## config.mk

```make
export PLATFORM = sky130hd
export DESIGN_NAME = alu_seq_param_flat
export DESIGN_NICKNAME = d
export VERILOG_FILES = /design/src/rtl/alu_seq_param_if.sv /design/src/rtl/alu_seq_param.sv /design/src/flat_wrapper.sv
export SDC_FILE = /design/constraint.sdc
export NUM_CORES = 1
export LEC_CHECK = 0
export BUFFER_PORTS_ARGS = -buffer_cell sky130_fd_sc_hd__buf_2
export CAP_MARGIN = 20
export CELL_PAD_IN_SITES_DETAIL_PLACEMENT = 1
export CELL_PAD_IN_SITES_GLOBAL_PLACEMENT = 2
export CORE_MARGIN = 8
export CORE_UTILIZATION = 36
export CTS_CLUSTER_SIZE = 24
export DETAILED_ROUTE_END_ITERATION = 6
export GPL_ROUTABILITY_DRIVEN = 1
export PLACE_DENSITY_LB_ADDON = 0.1
export SLEW_MARGIN = 5
export SYNTH_ARGS = -nofsm -noshare
export SYNTH_HDL_FRONTEND = slang
export SYNTH_SLANG_ARGS = --single-unit
```

## constraint.sdc

```tcl
create_clock -name clk -period 4.85 [get_ports clk]
set_input_delay 0 -clock clk [delete_from_list [all_inputs] [get_ports clk]]
set_output_delay 0 -clock clk [all_outputs]
set_load 0.03 [all_outputs]
```

## src/rtl/alu_seq_param_if.sv

```systemverilog
// ---------------------------------------------------------------------------
// alu_seq_param_if
//   Start/result bus for the sequential ALU.
//   Requester side (master) drives the operands, opcode and start request.
//   ALU side (slave) returns busy, the one-cycle done pulse, the divide-by-zero
//   flag and the registered 2*WIDTH result.
//
//   portA   WIDTH     operand A (dividend / shift source / compare lhs)
//   portB   WIDTH     operand B (divisor / shift amount / compare rhs)
//   opcode  2         00 LSHIFT, 01 RSHIFT, 10 ZERO, 11 DIV
//   start   1         operation request, only looked at while idle
//   busy    1         ALU is running an operation
//   done    1         result valid pulse
//   err     1         divide-by-zero flag of the last operation
//   out     2*WIDTH   result
// ---------------------------------------------------------------------------
interface alu_seq_param_if #(
    parameter int WIDTH = 8
);
    logic [WIDTH-1:0]   portA;
    logic [WIDTH-1:0]   portB;
    logic [1:0]         opcode;
    logic               start;
    logic               busy;
    logic               done;
    logic               err;
    logic [2*WIDTH-1:0] out;

    modport master (
        output portA, portB, opcode, start,
        input  busy, done, err, out
    );

    modport slave (
        input  portA, portB, opcode, start,
        output busy, done, err, out
    );
endinterface

```

## src/rtl/alu_seq_param.sv

```systemverilog
// ---------------------------------------------------------------------------
// alu_seq_param
//   Multi-cycle ALU: left shift, logical right shift, equality test and
//   unsigned restoring divide, all sharing one IDLE/RUN/DONE state machine and
//   one 2*WIDTH working register. Operands are captured when start is seen in
//   IDLE; the result and error flag are registered and held until the next
//   operation completes.
//
//   clk   in   system clock, rising edge
//   rst   in   synchronous reset, active-high, highest priority
//   bus   slave modport of alu_seq_param_if (operands, opcode, start,
//         busy, done, err, out)
// ---------------------------------------------------------------------------
module alu_seq_param #(
    parameter int WIDTH = 8
) (
    input  logic            clk,
    input  logic            rst,
    alu_seq_param_if.slave  bus
);
    localparam int CNT_W = $clog2(WIDTH + 1);

    localparam logic [1:0] OP_LSHIFT = 2'b00;
    localparam logic [1:0] OP_RSHIFT = 2'b01;
    localparam logic [1:0] OP_ZERO   = 2'b10;
    localparam logic [1:0] OP_DIV    = 2'b11;

    typedef enum logic [1:0] {
        IDLE = 2'b00,
        RUN  = 2'b01,
        DONE = 2'b10
    } state_t;

    state_t               r_state;
    logic [1:0]           r_opcode;
    logic [WIDTH-1:0]     r_a;
    logic [WIDTH-1:0]     r_b;
    logic [CNT_W-1:0]     r_cnt;
    logic [2*WIDTH-1:0]   r_work;
    logic [2*WIDTH-1:0]   r_out;
    logic                 r_err;

    state_t               w_stateNext;
    logic [1:0]           w_opcodeNext;
    logic [WIDTH-1:0]     w_aNext;
    logic [WIDTH-1:0]     w_bNext;
    logic [CNT_W-1:0]     w_cntNext;
    logic [2*WIDTH-1:0]   w_workNext;
    logic [2*WIDTH-1:0]   w_outNext;
    logic                 w_errNext;

    logic [WIDTH:0]       w_trial;
    logic [WIDTH-1:0]     w_remSub;
    logic [2*WIDTH-1:0]   w_divStep;

    // One restoring-divide step. The working register holds the partial
    // remainder in its upper half and the dividend in its lower half; each
    // step pulls the next dividend bit into the remainder and shifts the new
    // quotient bit in from the bottom, so after WIDTH steps the register is
    // exactly {remainder, quotient}. The subtraction can be done WIDTH bits
    // wide because whenever it is taken the true difference is below the
    // divisor and therefore fits.
    assign w_trial   = {r_work[2*WIDTH-1:WIDTH], r_work[WIDTH-1]};
    assign w_remSub  = w_trial[WIDTH-1:0] - r_b;
    assign w_divStep = (w_trial >= {1'b0, r_b})
                     ? {w_remSub, r_work[WIDTH-2:0], 1'b1}
                     : {w_trial[WIDTH-1:0], r_work[WIDTH-2:0], 1'b0};

    // Next-state and datapath decode. Everything holds by default. In IDLE a
    // start captures the operands and preloads the iteration count (shift
    // amounts saturate at WIDTH, a zero divisor skips iterating entirely).
    // In RUN each cycle either performs one iteration or, once the count is
    // exhausted, publishes the result and error flag together.
    always_comb begin
        w_stateNext  = r_state;
        w_opcodeNext = r_opcode;
        w_aNext      = r_a;
        w_bNext      = r_b;
        w_cntNext    = r_cnt;
        w_workNext   = r_work;
        w_outNext    = r_out;
        w_errNext    = r_err;

        case (r_state)
            IDLE: begin
                if (bus.start) begin
                    w_stateNext  = RUN;
                    w_opcodeNext = bus.opcode;
                    w_aNext      = bus.portA;
                    w_bNext      = bus.portB;
                    w_workNext   = {{WIDTH{1'b0}}, bus.portA};
                    case (bus.opcode)
                        OP_LSHIFT, OP_RSHIFT: begin
                            if (bus.portB >= WIDTH'(WIDTH))
                                w_cntNext = CNT_W'(WIDTH);
                            else
                                w_cntNext = CNT_W'(bus.portB);
                        end
                        OP_DIV: begin
                            if (bus.portB == '0)
                                w_cntNext = '0;
                            else
                                w_cntNext = CNT_W'(WIDTH);
                        end
                        default: w_cntNext = '0;
                    endcase
                end
            end

            RUN: begin
                if (r_cnt == '0) begin
                    w_stateNext = DONE;
                    w_errNext   = 1'b0;
                    case (r_opcode)
                        OP_ZERO: w_outNext = {{(2*WIDTH-1){1'b0}}, (r_a == r_b)};
                        OP_DIV: begin
                            if (r_b == '0) begin
                                w_outNext = {r_a, {WIDTH{1'b1}}};
                                w_errNext = 1'b1;
                            end else begin
                                w_outNext = r_work;
                            end
                        end
                        default: w_outNext = r_work;
                    endcase
                end else begin
                    w_cntNext = r_cnt - CNT_W'(1);
                    case (r_opcode)
                        OP_LSHIFT: w_workNext = r_work << 1;
                        OP_RSHIFT: w_workNext = r_work >> 1;
                        OP_DIV:    w_workNext = w_divStep;
                        default:   w_workNext = r_work;
                    endcase
                end
            end

            DONE: w_stateNext = IDLE;

            default: w_stateNext = IDLE;
        endcase
    end

    // State and datapath registers. Reset clears the visible result and
    // flag and drops any operation in flight without publishing it.
    always_ff @(posedge clk) begin
        if (rst) begin
            r_state  <= IDLE;
            r_opcode <= '0;
            r_a      <= '0;
            r_b      <= '0;
            r_cnt    <= '0;
            r_work   <= '0;
            r_out    <= '0;
            r_err    <= 1'b0;
        end else begin
            r_state  <= w_stateNext;
            r_opcode <= w_opcodeNext;
            r_a      <= w_aNext;
            r_b      <= w_bNext;
            r_cnt    <= w_cntNext;
            r_work   <= w_workNext;
            r_out    <= w_outNext;
            r_err    <= w_errNext;
        end
    end

    assign bus.busy = (r_state != IDLE);
    assign bus.done = (r_state == DONE);
    assign bus.err  = r_err;
    assign bus.out  = r_out;
endmodule
```

## src/flat_wrapper.sv

```systemverilog
// flat-port wrapper written by rule: the top's interface ports become plain ports
module alu_seq_param_flat 
#(
    parameter int WIDTH = 8
)
  (clk, rst, bus_portA, bus_portB, bus_opcode, bus_start, bus_busy, bus_done, bus_err, bus_out);
  alu_seq_param_if #(.WIDTH(WIDTH)) bus_i ();
  input  logic clk;
  input  logic rst;
  input wire logic [$bits(bus_i.portA)-1:0] bus_portA;
  input wire logic [$bits(bus_i.portB)-1:0] bus_portB;
  input wire logic [$bits(bus_i.opcode)-1:0] bus_opcode;
  input wire logic [$bits(bus_i.start)-1:0] bus_start;
  output wire logic [$bits(bus_i.busy)-1:0] bus_busy;
  output wire logic [$bits(bus_i.done)-1:0] bus_done;
  output wire logic [$bits(bus_i.err)-1:0] bus_err;
  output wire logic [$bits(bus_i.out)-1:0] bus_out;
  assign bus_i.portA = bus_portA;
  assign bus_i.portB = bus_portB;
  assign bus_i.opcode = bus_opcode;
  assign bus_i.start = bus_start;
  assign bus_busy = bus_i.busy;
  assign bus_done = bus_i.done;
  assign bus_err = bus_i.err;
  assign bus_out = bus_i.out;
  alu_seq_param #(.WIDTH(WIDTH)) u_core (.clk(clk), .rst(rst), .bus(bus_i));
endmodule
```

==> Word-level counts from Yosys, hierarchy flattened <==
Index checks and enable logic that the tools add are counted.
{ "totals": {"output_inout_bits": 19, "input_bits": 21, "elab_cells": 56, "register_bits": 57} }
{ "classes": {"magnitude_cmp": 2, "eq_ne": 12, "add_sub_neg": 2, "n_reduce_logical": 14, "muxes": 18} }
{ "op_table": {"columns": ["operator", "count"], "rows": [
  ["$mux W16", 4],
  ["$pmux W16 S2", 2],
  ["$pmux W16 S3", 1],
  ["$logic_not A8 Y1", 2],
  ["$mux W4", 4],
  ["$pmux W4 S2", 2],
  ["$ge A9 B8 Y1", 1],
  ["$eq A2 B2 Y1 const B", 4],
  ["$eq A8 B8 Y1", 1],
  ["$ge A8 B4 Y1 const B", 1],
  ["$sub A8 B8 Y8", 1],
  ["$eq A2 B1 Y1 const B", 3],
  ["$logic_not A2 Y1", 3],
  ["$reduce_and A2 Y1", 3],
  ["$logic_not A4 Y1", 1],
  ["$mux W2", 2],
  ["$ne A2 B2 Y1 const B", 2],
  ["$ne A4 B1 Y1 const B", 1],
  ["$pmux W2 S2", 1],
  ["$reduce_and A4 Y1", 1],
  ["$reduce_bool A2 Y1", 2],
  ["$sub A4 B1 Y4 const B", 1],
  ["$reduce_and A3 Y1", 1],
  ["$mux W1", 2],
  ["other kinds (2)", 2]
]} }

==> Longest topological paths before layout <==
{ "depth": {"depth_word": 5, "mapped_depth": 9} }

==> Worst setup path after synthesis <==
No wires, ideal clock.
{ "synth_path": {"path_type": "register to register", "start": "register u_core.r_cnt[0]", "end": "register u_core.r_work[10]", "synth_period_minus_slack_ns": 2.087, "setup_ns": 0.122, "path_stages_with_launch": 8, "n_path_buf": 0, "t_arrival_ns": 1.966, "path_slack_ns": 2.763, "path_cell_list": "dfxtp_1 -> inv_1 -> ha_1 -> nor3b_2 -> a211o_4 -> a221o_1 -> or4_1 -> o311a_1"} }
{ "synth_via": {"elab_chain_len": 3} }
{ "synth_lines": {"columns": ["element", "line", "text"], "rows": [
  ["start: declaration", "alu_seq_param.sv:38", "logic [CNT_W-1:0] r_cnt;"],
  ["start signal: assignment", "alu_seq_param.sv:160", "r_cnt <= w_cntNext;"],
  ["$logic_not A4 Y1", "alu_seq_param.sv:111", "if (r_cnt == '0) begin"],
  ["$ne A2 B2 Y1 (no line)", null, null],
  ["$reduce_and A4 Y1 (no line)", null, null],
  ["end signal: assignment", "alu_seq_param.sv:161", "r_work <= w_workNext;"],
  ["end: declaration", "alu_seq_param.sv:39", "logic [2*WIDTH-1:0] r_work;"]
]} }
No other way between the ends.
A chain may end at the register's enable or synchronous reset.

==> Worst setup path after layout <==
{ "layout_path": {"start": "register u_core.r_state[0]", "end": "register u_core.r_out[11] (netlist: u_core.bus.out[11])"} }
{ "layout_via": {"elab_chain_len": 2} }
{ "layout_lines": {"columns": ["element", "line", "text"], "rows": [
  ["start: declaration", "alu_seq_param.sv:34", "state_t r_state;"],
  ["start signal: assignment", "alu_seq_param.sv:156", "r_state <= w_stateNext;"],
  ["$eq A2 B1 Y1", "alu_seq_param.sv:84", "case (r_state)"],
  ["$reduce_and A2 Y1 (no line)", null, null],
  ["end signal: assignment", "alu_seq_param.sv:162", "r_out <= w_outNext;"],
  ["end: declaration", "alu_seq_param.sv:40", "logic [2*WIDTH-1:0] r_out;"]
]} }
No other way between the ends.

==> results.sh <==
export IMPL_finalSetupViolCount=0
export IMPL_p_leak_nw=1.53
export IMPL_grt_first_pass_wirelength_microns=20300
export IMPL_fin_skew_ns=0.00873
export IMPL_yosysWarnings=0
export IMPL_cp_start_kind="register"
export IMPL_irDropWorstVdd_v=0.000156
export IMPL_yosysUniqueCellTypes=60
export IMPL_antenna_cells=0
export IMPL_antenna_found_initial=0
export IMPL_fin_crit_ns=2.63
export IMPL_cp_num_buf_inv=0
export IMPL_ys_ff_latch=57
export IMPL_final_nets=513
export IMPL_routed_wl_microns=12400
export IMPL_synth_edf_count=0
export IMPL_max_freq_mhz=380
export IMPL_pwr_share_comb_pct=35.4
export IMPL_ys_flop_type="dfxtp_1"
export IMPL_crit_family="simple AND/OR/NAND/NOR gates"
export IMPL_path_clk_slew_ns=0.07
export IMPL_regToRegEndpoint="u_core.bus.out[11]"
export IMPL_num_vias=3507
export IMPL_syn_inst=431
export IMPL_internal_power_w=0.00104
export IMPL_cts_inserted_buffers=9
export IMPL_max_slew_margin_pct=47.6
export IMPL_r2r_setup_slack_ns=2.22
export IMPL_grt_remaining_overflow=0
export IMPL_async_flop_share_pct=0
export IMPL_grt_usage_pct=20.3
export IMPL_drv_slew=0
export IMPL_min_to="u_core.r_cnt[1]"
export IMPL_die_h_microns=112
export IMPL_power_share_clock_pct=30.0
export IMPL_area_growth_pct=20.7
export IMPL_syn_nets=462
export IMPL_end_kind="register"
export IMPL_cts_buffer_depth=2
export IMPL_status="finished clean"
export IMPL_powerDensity_nw_per_um2=432
export IMPL_die_area_sq_um=12500
export IMPL_synth_top_area_share_pct=34.5
export IMPL_first_pass_iters=5
export IMPL_cp_data_required_time_ns=5.07
export IMPL_drt_iter0_markers=237
export IMPL_cts_sinks=57
export IMPL_post_cts_buffers=0
export IMPL_path_max_fanout=20
export IMPL_synth_seq_area_share_pct=34.5
export IMPL_min_period_over_period_pct=54.3
export IMPL_max_cap_viol_count=0
export IMPL_coreArea_sq_um=9060
export IMPL_cp_arrival_ns=2.85
export IMPL_cpMaxStageDelayCell="and2b_1"
export IMPL_fin_setup_tns_ns=0
export IMPL_hold_depth=4
export IMPL_power_switching_w=0.000684
export IMPL_drc=0
export IMPL_fillers=1128
export IMPL_rr_worst_depth=4
export IMPL_grt_max_degree=59
export IMPL_yosysTopAreaCell="dfxtp_1"
export IMPL_slowest_delay_ns=0.67
export IMPL_swShare_pct=39.7
export IMPL_synthTopCellsByArea="dfxtp_1 (35%), nand2_1 (9.3%), a21oi_1 (6.8%)"
export IMPL_cts_root_buffer="clkbuf_8"
export IMPL_clkLatencyLatePin_ns=0.35
export IMPL_dp_hpwl_microns=8980
export IMPL_path_cells="and2b_1, nand2_1, a221oi_1, nor3_1"
export IMPL_vias_per_cell=5.86
export IMPL_ios=40
export IMPL_holdCritPathClass="in -> reg"
export IMPL_ant_nets=0
export IMPL_hold_violations=0
export IMPL_rr_startpoint="u_core.r_state[0]"
export IMPL_netlist_top_cells_count="nand2_1 (82), dfxtp_1 (57), a21oi_1 (45)"
export IMPL_drt_wirelength_per_cell_microns=20.8
export IMPL_worst_slew_pin_slew_ns=0.783
export IMPL_worstHoldStart="bus_start"
export IMPL_cts_tree="yes"
export IMPL_num_rows=35
export IMPL_gp_congestion=0.906
export IMPL_yosysMostFrequentCell="nand2_1"
export IMPL_port_buffers=39
export IMPL_start_util_pct=36.5
export IMPL_syn_area_sq_um=3310
export IMPL_die_w_microns=112
export IMPL_grt_pass1_vias=3604
export IMPL_rsz0062_at_grt="false"
export IMPL_drive_gt1_share_pct=14.0
export IMPL_power_frac_seq_pct=34.6
export IMPL_criticalPathCategory="reg -> reg"
export IMPL_avgSynthCellArea_sq_um=7.67
export IMPL_fin_hold_ws_ns=0.236
export IMPL_cts_htree_levels=3
## sequential cells by signal, summed over array words and instances (netlist names)
| register | count |
|---|---|
| u_core.r_state | 2 |
| u_core.r_b | 8 |
| u_core.bus.out | 16 |
| u_core.r_a | 8 |
| u_core.r_opcode | 2 |
| u_core.bus.err | 1 |
| u_core.r_cnt | 4 |
| u_core.r_work | 16 |
## layout make-up
class                      instances  area, sq um  area share, %
sequential                        57         1140           28.6
clock inverter                     5         78.8           1.98
clock buffer                      11          141           3.54
tap                              111          139           3.48
inverter                          19         71.3           1.79
timing repair buffer              60          413           10.4
multi-input combinational        335         2000           50.3
## cell usage in the layout (no fill, tap or decap), types with 3 or more instances in the layout
cell type,count
clkbuf_8,10
nand2_1,82
xnor2_1,9
inv_1,19
or3_1,4
a21o_1,6
o21ai_0,9
ha_1,9
dlygate4sd3_1,19
nor3_1,15
dfxtp_1,57
a221oi_1,9
a21oi_1,45
o211ai_1,12
nor2_1,42
a311o_1,6
nor4_1,3
buf_2,39
nor2b_1,5
nand4_1,4
nand3_1,9
mux2i_1,3
nand2b_1,5
a2111oi_0,3
a211oi_1,8
## power groups by stage
stage | logic (W) | registers, W | clock network (W)
2_1_floorplan | 0.000395 | 0.000618 | 0
4_1_cts | 0.000605 | 0.000596 | 0.000527
5_1_grt | 0.000665 | 0.000607 | 0.000547
6_report | 0.000610 | 0.000597 | 0.000517
3_3_place_gp | 0.000586 | 0.000604 | 0
3_5_place_dp | 0.000590 | 0.000607 | 0
## per-stage QoR
step           setup WS, ns  cells  total power, W  utilization (%)  cell area, sq um
6_report               2.22    598         0.00172             44.0              3990
5_1_grt                1.91    598         0.00182             44.0              3990
4_1_cts                2.14    596         0.00173             43.7              3960
3_5_place_dp           2.15    562         0.00120             39.3              3560
3_3_place_gp           2.08    562         0.00119             39.3              3560
2_1_floorplan          2.76    431         0.00101                -              3310
## worst max-delay path by stage
stage / start / endpoint / slack (ns) / cells after the start
2_1_floorplan: u_core.r_cnt[0] / u_core.r_work[10] / 2.76 / 7
3_3_place_gp: u_core.r_state[0] / u_core.bus.out[11] / 2.08 / 4
3_5_place_dp: u_core.r_state[0] / u_core.bus.out[11] / 2.15 / 4
4_1_cts: u_core.r_state[0] / u_core.bus.out[11] / 2.14 / 4
5_1_grt: u_core.r_state[0] / u_core.bus.out[11] / 1.91 / 4
6_report: u_core.r_state[0] / u_core.bus.out[11] / 2.22 / 4
## routing by layer
metal	GRT usage, %	vias up	share of wire, %
li1	-	1661	-
met1	26.8	1740	48
met2	32.6	95	47
met3	4.27	11	4.6
met4	5.38	0	1.2
met5	0	-	0
## cell families (layout without fill, tap and decap cells)
family,after synthesis,count (layout),synth area share [%]
adder cells (fa/ha/maj),10,10,4.01
buffers and inverters,39,95,4.84
AND/OR/NAND/NOR,184,184,25.3
multiplexers,4,4,1.25
AO/OA/AOI/OAI,127,127,27.4
XOR/XNOR,10,10,2.65
flip-flops,57,57,34.5
## tightest hold or removal path, cell delays in order
cell and delay (ns):
buf_2 0.11, nor2_1 0.15, a211o_4 0.19, a211oi_1 0.08
## timing repair
action | in CTS | in global routing
hold buffers | 18 | 1
endpoints found under the hold margin | 20 | 6
gates resized for setup | 0 | 0
Note: power is estimated with default switching activity, not from simulation.
